===== src/rtl/mbledhesi_seq_param.sv =====
// Multi-cycle adder/subtractor: adds CHUNK bits per clock with a registered inter-chunk carry.
// Operands arrive through a valid/ready handshake; result and ALU flags leave through another.
module mbledhesi_seq_param #(
    parameter int unsigned WIDTH = 24,
    parameter int unsigned CHUNK = 8
) (
    input  logic             clock,
    input  logic             reset_n,
    input  logic             in_valid,
    output logic             in_ready,
    input  logic [WIDTH-1:0] a,
    input  logic [WIDTH-1:0] b,
    input  logic [1:0]       mode,
    input  logic             carry_in,
    output logic             out_valid,
    input  logic             out_ready,
    output logic [WIDTH-1:0] sum,
    output logic             carry_out,
    output logic             overflow,
    output logic             zero,
    output logic             negative
);

    localparam int unsigned STEPS = WIDTH / CHUNK;
    localparam int unsigned CNT_W = (STEPS > 1) ? $clog2(STEPS) : 1;
    localparam int unsigned IDX_W = (WIDTH > 1) ? $clog2(WIDTH) : 1;

    if ((WIDTH % CHUNK) != 0 || CHUNK == 0) begin : g_bad_param
        $error("WIDTH must be a non-zero integer multiple of CHUNK");
    end

    typedef enum logic [1:0] {StIdle, StRun, StDone} state_e;

    state_e             state_q;
    logic [WIDTH-1:0]   a_q, b_q, acc_q;
    logic               carry_q;
    logic [CNT_W-1:0]   step_q;

    logic [IDX_W-1:0]   base;
    logic [CHUNK:0]     chunk_res;
    logic [WIDTH-1:0]   full_sum;
    logic [WIDTH-1:0]   b_eff;
    logic               carry_init;
    logic               last_step;

    always_comb begin
        base      = IDX_W'(32'(step_q) * CHUNK);
        chunk_res = {1'b0, a_q[base +: CHUNK]} + {1'b0, b_q[base +: CHUNK]}
                  + {{CHUNK{1'b0}}, carry_q};
        // Lower chunks of this operation are already in acc_q; splice in the current one.
        full_sum  = acc_q;
        full_sum[base +: CHUNK] = chunk_res[CHUNK-1:0];
        last_step = (step_q == CNT_W'(STEPS - 1));
    end

    always_comb begin
        b_eff = mode[0] ? ~b : b;
        unique case (mode)
            2'b00:   carry_init = 1'b0;
            2'b01:   carry_init = 1'b1;
            default: carry_init = carry_in;
        endcase
    end

    assign in_ready = (state_q == StIdle);

    always_ff @(posedge clock or negedge reset_n) begin
        if (!reset_n) begin
            state_q   <= StIdle;
            a_q       <= '0;
            b_q       <= '0;
            acc_q     <= '0;
            carry_q   <= 1'b0;
            step_q    <= '0;
            out_valid <= 1'b0;
            sum       <= '0;
            carry_out <= 1'b0;
            overflow  <= 1'b0;
            zero      <= 1'b0;
            negative  <= 1'b0;
        end else begin
            unique case (state_q)
                StIdle: begin
                    if (in_valid) begin
                        a_q     <= a;
                        b_q     <= b_eff;
                        carry_q <= carry_init;
                        step_q  <= '0;
                        state_q <= StRun;
                    end
                end
                StRun: begin
                    acc_q   <= full_sum;
                    carry_q <= chunk_res[CHUNK];
                    if (last_step) begin
                        state_q   <= StDone;
                        out_valid <= 1'b1;
                        sum       <= full_sum;
                        carry_out <= chunk_res[CHUNK];
                        overflow  <= (a_q[WIDTH-1] == b_q[WIDTH-1]) &&
                                     (full_sum[WIDTH-1] != a_q[WIDTH-1]);
                        zero      <= (full_sum == '0);
                        negative  <= full_sum[WIDTH-1];
                    end else begin
                        step_q <= step_q + 1'b1;
                    end
                end
                StDone: begin
                    // Returning to idle takes a full cycle, so no operand is taken on this edge.
                    if (out_ready) begin
                        out_valid <= 1'b0;
                        state_q   <= StIdle;
                    end
                end
                default: state_q <= StIdle;
            endcase
        end
    end

endmodule

===== config.mk =====
export PLATFORM = sky130hd
export DESIGN_NAME = mbledhesi_seq_param
export DESIGN_NICKNAME = d
export VERILOG_FILES = /design/src/rtl/mbledhesi_seq_param.sv
export SDC_FILE = /design/constraint.sdc
export NUM_CORES = 1
export LEC_CHECK = 0
export CORE_ASPECT_RATIO = 2
export CORE_MARGIN = 5
export CORE_UTILIZATION = 50
export CTS_CLUSTER_DIAMETER = 200
export CTS_CLUSTER_SIZE = 16
export DETAILED_ROUTE_END_ITERATION = 7
export PLACE_DENSITY = 0.8
export SYNTH_ARGS = -nofsm -noshare
export SYNTH_HDL_FRONTEND = slang
export SYNTH_SLANG_ARGS = --single-unit

===== constraint.sdc =====
create_clock -name clock -period 5.3 [get_ports clock]
set_clock_uncertainty 0.1 [all_clocks]
set_input_delay 1.59 -clock clock [delete_from_list [all_inputs] [get_ports clock]]
set_output_delay 1.59 -clock clock [all_outputs]
set_load 0.05 [all_outputs]

==> results.txt, run 1 <==
----------------------------------------------------
[Status]
  Run status ... finished, final reports clean

[Detailed routing]
  Initial DRT Pass Iterations ... 5
  Detail-routed net length per standard cell ... 17.4 um
  Average via count per standard cell ... 5.64
  Detailed Route Iter0 Violations ... 217
  Residual DRC ... 0
  Final wirelength ... 12300 um
  Via count ... 4002
  Count of antenna-violating nets left after detailed routing ... 0

[Synth]
  Net count after synthesis ... 566
  Dominant combinational cell family by area after synthesis ... compound AO/OA/AOI/OAI gates
  Number of synthesized flops with an enable pin ... 0
  Cell Area, Synth ... 0.00514 mm^2
  Total number of yosys warnings ... 0
  Share of the synthesized area in compound gates (AO/OA/AOI/OAI) ... 0.159
  Number of distinct library cells after synthesis ... 48
  Average cell area after synthesis ... 10.3 um^2
  Number of synthesized register bits ... 105
  Post-synthesis share of cell area spent on xor and xnor gates ... 0.0494
  Area share of and/or/nand/nor cells after synthesis ... 0.124
  Mux share of post-synthesis cell area ... 0.0898
  Adder-Cell Fraction of Synth Area ... 0.0370
  Portion of the post-synthesis area used by sequential elements ... 0.511
  Commonest register cell after synthesis ... sky130_fd_sc_hd__dfrtp_1
  Share of flip-flops with an asynchronous set or reset after synthesis ... 1.00
  Instance count of the mapped netlist ... 497

[Die]
  Number of top-level design ports ... 85
  Initial Util ... 0.510
  Vertical die dimension ... 153 um
  Core Footprint ... 0.0101 mm^2
  Floorplan die width ... 81.7 um
  Die area ... 0.0125 mm^2
  Num rows ... 52

[STA]
  Hold violation count in the final report ... 0
  Final-report max-slew violation count ... 0
  Sum of negative setup slack ... 0 ns
  Unrepaired setup endpoints after global routing ... false
  Final setup violation count ... 0
  Fmax ... 252 MHz
  Period utilization ... 0.749
  Slew at the pin closest to its max-slew limit ... 1.10 ns
  Post-route worst hold slack ... 0.375 ns
  Minimum period implied by the final worst setup slack ... 3.97 ns
  Rel. slew slack ... 0.263

[GRT]
  M2 GR Usage ... 0.383
  Initial antenna violation count ... 0
  Via count of the first global-routing pass ... 4128
  Maximum number of pins on one net before global-route repair ... 79
  Met1 routing resource usage after global routing ... 0.223
  Grt ovf ... 0
  Grt met3 use ... 0.0353
  Most heavily used metal layer in global routing ... met2
  Global-route wire length before repair ... 20400 um
  Tot GR Track Use ... 0.212

[Setup path]
  Arrival time worst endpoint ... 4.14 ns
  Critical Path Slowest Stage Cell ... sky130_fd_sc_hd__nor2_1
  Critical path start-end classification ... reg2reg
  CP Capture Type ... flop
  Kind of start point of the critical path ... flop
  Maximum cell stage delay along the critical path ... 0.75 ns
  Library cell appearing most often on the critical path ... sky130_fd_sc_hd__a21oi_2
  Highest net fanout along the worst path ... 21
  Worst-path cell chain ... inv_1 > nor2_1 > nand2_1 > o21ai_0 > ha_1 > a21o_1 > a31oi_1 > a21oi_2 > nor3b_4 > a21oi_2 > or3_1 > a21oi_1
  Required time of the critical path ... 5.47 ns

[Pwr]
  Register share of total power ... 0.289
  Net switching power ... 2.28 mW
  Sw frac ... 0.475
  Internal cell power ... 2.52 mW
  Leakage dissipation ... 2.71 nW
  Pwr/cell area ... 754 mW/mm^2
  Share of total power in combinational logic ... 0.576
  Proportion of power drawn by the clock network ... 0.134
  Maximum vdd ir drop ... 380 uV

[Place]
  Last weighted congestion value of the routability-driven placer ... 0.926
  Final HPWL from detailed placement ... 9570 um
  Placement Cell Area ... 0.00607 mm^2
  Cell count after placement ... 694
  Port buffer count ... 84

[Clock tree]
  TritonCTS clock tree ... done
  Post-cts hold buffer count ... 0
  TritonCTS Buffers ... 9
  Total number of H-tree levels ... 3
  Number of sinks driven by the clock tree ... 105
  Cts repair resizes ... 0
  CTS Buffer Depth ... 2
  Insertion delay to the later sink of the worst-skew pair ... 0.34 ns
  Number of buffers inserted by post-CTS setup repair ... 0
  Reg clk slew, reported paths ... 0.07 ns
  Clock root buffer ... sky130_fd_sc_hd__clkbuf_16

[Finish]
  Layout Cell Area excl Fill ... 0.00637 mm^2
  Number of diodes added for antenna fixing ... 0
  Post-Layout Cell Count ... 710
  Most used cells in the layout excluding fill and tap cells ... sky130_fd_sc_hd__dfrtp_1 (105), sky130_fd_sc_hd__clkdlybuf4s50_1 (83), sky130_fd_sc_hd__nand2_1 (58), sky130_fd_sc_hd__nor2_1 (51), sky130_fd_sc_hd__o21ai_0 (43)
  Area overhead of the layout relative to synthesis ... 24.0%
  Layout cells sized above 1 ... 0.103
  Total area of multi-input combinational cells ... 0.00236 mm^2
  Fill cell instance count of the final layout ... 870
  Number of nets in the finished design ... 639
  Most common cell after layout, fill and taps aside ... sky130_fd_sc_hd__dfrtp_1
  Reg area ... 0.00263 mm^2

[Flow run]
  Number of violations of the max-capacitance limit ... 0

[Min path]
  Hold WC Path Type ... reg2reg

----------------------------------------------------
## power by group through the flow
stage | Combinational (mW) | Sequential (mW) | Clock [mW]
3_5_place_dp | 2.75 | 1.40 | 0
3_3_place_gp | 2.68 | 1.39 | 0
2_1_floorplan | 1.71 | 1.62 | 0
6_report | 2.77 | 1.39 | 0.645
4_1_cts | 2.76 | 1.39 | 0.657
5_1_grt | 3.00 | 1.44 | 0.689
## Yosys cell counts, types with 2 or more instances
master | n | area [um^2]
sky130_fd_sc_hd__a21o_1 | 5 | 37.5
sky130_fd_sc_hd__a21oi_1 | 34 | 170
sky130_fd_sc_hd__a21oi_2 | 3 | 26.3
sky130_fd_sc_hd__a221oi_1 | 9 | 78.8
sky130_fd_sc_hd__a22o_1 | 12 | 105
sky130_fd_sc_hd__a22o_2 | 2 | 20.0
sky130_fd_sc_hd__a22oi_1 | 6 | 45.0
sky130_fd_sc_hd__a22oi_2 | 2 | 25.0
sky130_fd_sc_hd__a31oi_1 | 3 | 18.8
sky130_fd_sc_hd__and2_1 | 5 | 31.3
sky130_fd_sc_hd__and2b_1 | 2 | 15.0
sky130_fd_sc_hd__and3_1 | 5 | 31.3
sky130_fd_sc_hd__buf_1 | 4 | 15.0
sky130_fd_sc_hd__buf_2 | 3 | 15.0
sky130_fd_sc_hd__clkbuf_1 | 18 | 67.6
sky130_fd_sc_hd__dfrtp_1 | 105 | 2630
sky130_fd_sc_hd__fa_1 | 2 | 40.0
sky130_fd_sc_hd__ha_1 | 12 | 150
sky130_fd_sc_hd__inv_1 | 7 | 26.3
sky130_fd_sc_hd__mux2_2 | 25 | 282
sky130_fd_sc_hd__mux2i_1 | 18 | 180
sky130_fd_sc_hd__nand2_1 | 58 | 218
sky130_fd_sc_hd__nand3_1 | 2 | 10.0
sky130_fd_sc_hd__nand4_1 | 4 | 25.0
sky130_fd_sc_hd__nor2_1 | 51 | 191
sky130_fd_sc_hd__nor3_1 | 4 | 20.0
sky130_fd_sc_hd__nor3b_1 | 2 | 15.0
sky130_fd_sc_hd__nor4_1 | 2 | 12.5
sky130_fd_sc_hd__o21ai_0 | 43 | 215
sky130_fd_sc_hd__o22ai_1 | 2 | 12.5
sky130_fd_sc_hd__o31ai_1 | 2 | 15.0
sky130_fd_sc_hd__or3_1 | 2 | 12.5
sky130_fd_sc_hd__xnor2_1 | 27 | 236
sky130_fd_sc_hd__xor2_1 | 2 | 17.5
## metrics by stage
stage | worst slack (ns) | util | total power [mW]
final | 1.33 | 0.632 | 4.81
after global routing | 0.914 | 0.632 | 5.13
after CTS | 1.32 | 0.632 | 4.81
after detailed placement | 1.35 | 0.602 | 4.15
after global placement | 1.47 | 0.602 | 4.07
after floorplan | 1.95 | - | 3.33
## path summary, 6_finish.rpt
path | slack [ns] | startpoint | to | depth (start not counted)
setup / recovery | 1.33 | step_q[1] | overflow | 12
hold reg to reg | 0.38 | sum[16] | sum[16] | 2
min in group asynchronous | 1.29 | reset_n | sum[23] | 1
max in group asynchronous | 2.90 | reset_n | a_q[10] | 2
setup reg to reg | 1.33 | step_q[1] | overflow | 12
hold / removal | 0.38 | sum[16] | sum[16] | 2
## cells by family after synthesis
kind of cell | after synthesis
xor gates and xnor gates | 29
and+or+nand+nor | 142
buffers and inverters | 36
AOI/OAI and AO/OA | 128
muxes | 43
DFF | 105
adders and majority gates | 14
## registers in the layout (all words and copies together) (netlist names)
register   count
state_q        2
zero           1
out_valid      1
sum           24
carry_out      1
acc_q         24
overflow       1
a_q           24
carry_q        1
b_q           24
step_q         2
## metal layers
layer | wire length (um) | part of all wire
met5 | 0 | 0
met4 | 634 | 0.051
met3 | 531 | 0.043
met2 | 6980 | 0.57
met1 | 4190 | 0.34
## area by class of cell
type | count | area share
flip-flops and latches | 105 | 0.412
multi-input cells | 356 | 0.371
repair buffers | 90 | 0.139
clock buffers | 12 | 0.0418
well taps | 135 | 0.0265
clock inverters | 4 | 0.00550
inverters | 8 | 0.00471
## worst max-delay path, delay by kind of cell, from the launching register on
kind            cells  cell delay [ns]
simple gates        4             1.59
compound gates      6             0.99
flops               1             0.69
fa+ha+maj           1             0.32
buf+inv             1             0.19
No activity file was read; power rests on OpenSTA's default activity.
==> run 2, diff against run 1 <==
--- a/config.mk
+++ b/config.mk
@@ -7,7 +7,7 @@
 export LEC_CHECK = 0
 export CORE_ASPECT_RATIO = 2
 export CORE_MARGIN = 5
-export CORE_UTILIZATION = 50
+export CORE_UTILIZATION = 48
 export CTS_CLUSTER_DIAMETER = 200
 export CTS_CLUSTER_SIZE = 16
 export DETAILED_ROUTE_END_ITERATION = 7
==> constraint.sdc (replaced) <==
create_clock -name clock -period 3.23 [get_ports clock]
set_clock_uncertainty 0.1 [all_clocks]
set_input_delay 0.969 -clock clock [delete_from_list [all_inputs] [get_ports clock]]
set_output_delay 0.969 -clock clock [all_outputs]
set_load 0.05 [all_outputs]
==> run 2 against run 1 <==
- critical path depth fell by 1
- first-iteration DRC count fell by 6.5%
- hold slack lost 0.012 ns
- count of clock-buffer cells in the layout decreased by 3
- critical path type unchanged
- critical endpoint is now zero
- highest routed layer unchanged
==> results.txt, run 2 (synthesis gave the netlist of run 1 again) <==
----------------------------------------------------
[Status]
  Run status ... finished, final reports clean

[Min path]
  Hold WC Path Type ... in2async

[Die]
  Die area ... 0.0130 mm^2 (+3.8%)
  Floorplan die width ... 83.2 um (+1.8%)
  Vertical die dimension ... 156 um (+1.9%)
  Core Footprint ... 0.0105 mm^2 (+3.9%)
  Initial Util ... 0.490 (-0.0191)
  Number of top-level design ports ... 85 (unchanged)
  Num rows ... 53 (+1.9%)

[STA]
  Final-report max-slew violation count ... 0 (unchanged)
  Rel. slew slack ... 0.476 (+0.213)
  Final setup violation count ... 0 (unchanged)
  Period utilization ... 0.968 (+0.220)
  Fmax ... 320 MHz (+27%)
  Final worst-path setup slack ... 0.103 ns (-1.23 ns)
  Hold violation count in the final report ... 0 (unchanged)
  Slew at the pin closest to its max-slew limit ... 0.780 ns (-0.316 ns)
  Minimum period implied by the final worst setup slack ... 3.13 ns (-0.840 ns)

[Place]
  Port buffer count ... 84 (unchanged)
  Final HPWL from detailed placement ... 10200 um (+7.1%)
  Last weighted congestion value of the routability-driven placer ... 0.922 (-0.43%)
  Worst slack at placement ... -0.0296 ns (-1.37 ns)

[Flow run]
  Number of violations of the max-capacitance limit ... 0 (unchanged)

[Setup path]
  End of the worst register-to-register path ... zero
  Worst setup slack for register-to-register paths ... 0.10 ns (-1.23 ns)
  Arrival time worst endpoint ... 3.28 ns (-0.86 ns)
  Launch point of the worst path ... step_q[0]
  Launch instance of the worst register-to-register path ... step_q[0]
  Critical path start-end classification ... reg2reg
  Required time of the critical path ... 3.38 ns (-2.09 ns)
  CP Capture Type ... flop
  Highest net fanout along the worst path ... 6 (-71%)
  Depth of the worst register-to-register path ... 11 (-1)
  Kind of start point of the critical path ... flop

[Detailed routing]
  Residual DRC ... 0 (unchanged)
  Initial DRT Pass Iterations ... 4 (-1)
  Via count ... 4023 (+0.52%)
  Detail-routed net length per standard cell ... 17.9 um (+3.1%)
  Count of antenna-violating nets left after detailed routing ... 0 (unchanged)
  Average via count per standard cell ... 5.49 (-2.6%)
  Final wirelength ... 13100 um (+6.5%)
  Detailed Route Iter0 Violations ... 203 (-6.5%)

[GRT]
  Maximum number of pins on one net before global-route repair ... 91 (+15%)
  Grt ovf ... 0 (unchanged)
  Initial antenna violation count ... 0 (unchanged)
  Global-route wire length before repair ... 21200 um (+3.9%)
  Via count of the first global-routing pass ... 4372 (+5.9%)
  Tot GR Track Use ... 0.209 (-0.00316)

[Clock tree]
  Reg clk slew, reported paths ... 0.07 ns (about the same)
  TritonCTS clock tree ... done
  Number of buffers inserted by post-CTS setup repair ... 0 (unchanged)
  CTS Buffer Depth ... 2 (unchanged)
  Number of sinks driven by the clock tree ... 105 (unchanged)
  Clock root buffer ... sky130_fd_sc_hd__clkbuf_16
  Post-cts hold buffer count ... 0 (unchanged)
  Total number of H-tree levels ... 3 (unchanged)
  Insertion delay to the later sink of the worst-skew pair ... 0.36 ns (+0.02 ns)
  TritonCTS Buffers ... 9 (unchanged)

[Finish]
  Most used cells in the layout excluding fill and tap cells ... sky130_fd_sc_hd__dfrtp_1 (104), sky130_fd_sc_hd__clkdlybuf4s50_1 (83), sky130_fd_sc_hd__nand2_1 (58), sky130_fd_sc_hd__nor2_1 (50), sky130_fd_sc_hd__o21ai_0 (39)
  Number of nets in the finished design ... 660 (+3.3%)
  Layout cells sized above 1 ... 0.156 (+0.0534)
  Area overhead of the layout relative to synthesis ... 28.8%
  Most common cell after layout, fill and taps aside ... sky130_fd_sc_hd__dfrtp_1
  Number of diodes added for antenna fixing ... 0 (unchanged)

----------------------------------------------------
[run 2: cell count changes in the layout (fill, tap and decap cells not counted), moves of 3 or more]
cell,before,now
sky130_fd_sc_hd__a22oi_1,6,2
sky130_fd_sc_hd__a22oi_2,2,6
sky130_fd_sc_hd__buf_4,7,25
sky130_fd_sc_hd__clkbuf_8,3,0
sky130_fd_sc_hd__o21ai_0,43,39
sky130_fd_sc_hd__o21ai_1,0,4
[run 2: final cells by class]
class,instances,area (um^2)
clock buffers,9,225
clock inverters,7,61.3
fillers,881,3860
inverters,8,30.0
multi-input cells,356,2430
flip-flops and latches,105,2630
well taps,137,171
repair buffers,111,1070
[run 2: per-stage QoR]
step	instance area, um^2	TNS, ns	hold WS [ns]	util	std cells
4_1_cts	6560	0	0.367	0.626	733
3_5_place_dp	6260	-0.0296	0.372	0.598	717
2_1_floorplan	5160	0	0.347	-	497
3_3_place_gp	6260	0	0.362	0.598	717
6_report	6620	0	0.363	0.632	733
5_1_grt	6620	-0.0841	0.378	0.632	733
[run 2: worst max path at each step]
stage / to / slack, ns / cells after the start
after CTS: zero / 0.02 / 11
final: zero / 0.10 / 11
after floorplan: zero / 0.02 / 14
after global placement: zero / 0.07 / 11
after global routing: zero / -0.08 / 13
after detailed placement: zero / -0.03 / 10
[run 2: worst max-delay path, cell delays in order (launching register included)]
cell and delay, ns:
sky130_fd_sc_hd__dfrtp_2 0.43, sky130_fd_sc_hd__mux2i_1 0.21, sky130_fd_sc_hd__o21ai_1 0.10, sky130_fd_sc_hd__fa_2 0.38
sky130_fd_sc_hd__fa_2 0.35, sky130_fd_sc_hd__a21o_1 0.22, sky130_fd_sc_hd__a21oi_2 0.20, sky130_fd_sc_hd__xnor2_2 0.11
sky130_fd_sc_hd__a22oi_2 0.17, sky130_fd_sc_hd__nand4_1 0.11, sky130_fd_sc_hd__or3_1 0.41, sky130_fd_sc_hd__o31ai_1 0.24
[run 2: metal layers]
metal	wire (um)	share of wire	track usage	up-vias
met5	0	0	0	-
met4	778	0.059	0.141	0
met3	507	0.039	0.0316	46
met2	7510	0.57	0.409	119
met1	4340	0.33	0.193	1932
li1	-	-	-	1926
[run 2: timing repair]
| action | 4_1_cts | 5_1_grt |
|---|---|---|
| gates cloned | 0 | 0 |
| resized for setup | 2 | 16 |
| pin swaps | 0 | 3 |
| endpoints found under the setup margin | 1 | 2 |
Power of run 2 is not shown: default switching activity piles up to over one toggle a cycle in this logic, so the estimate is an artifact.
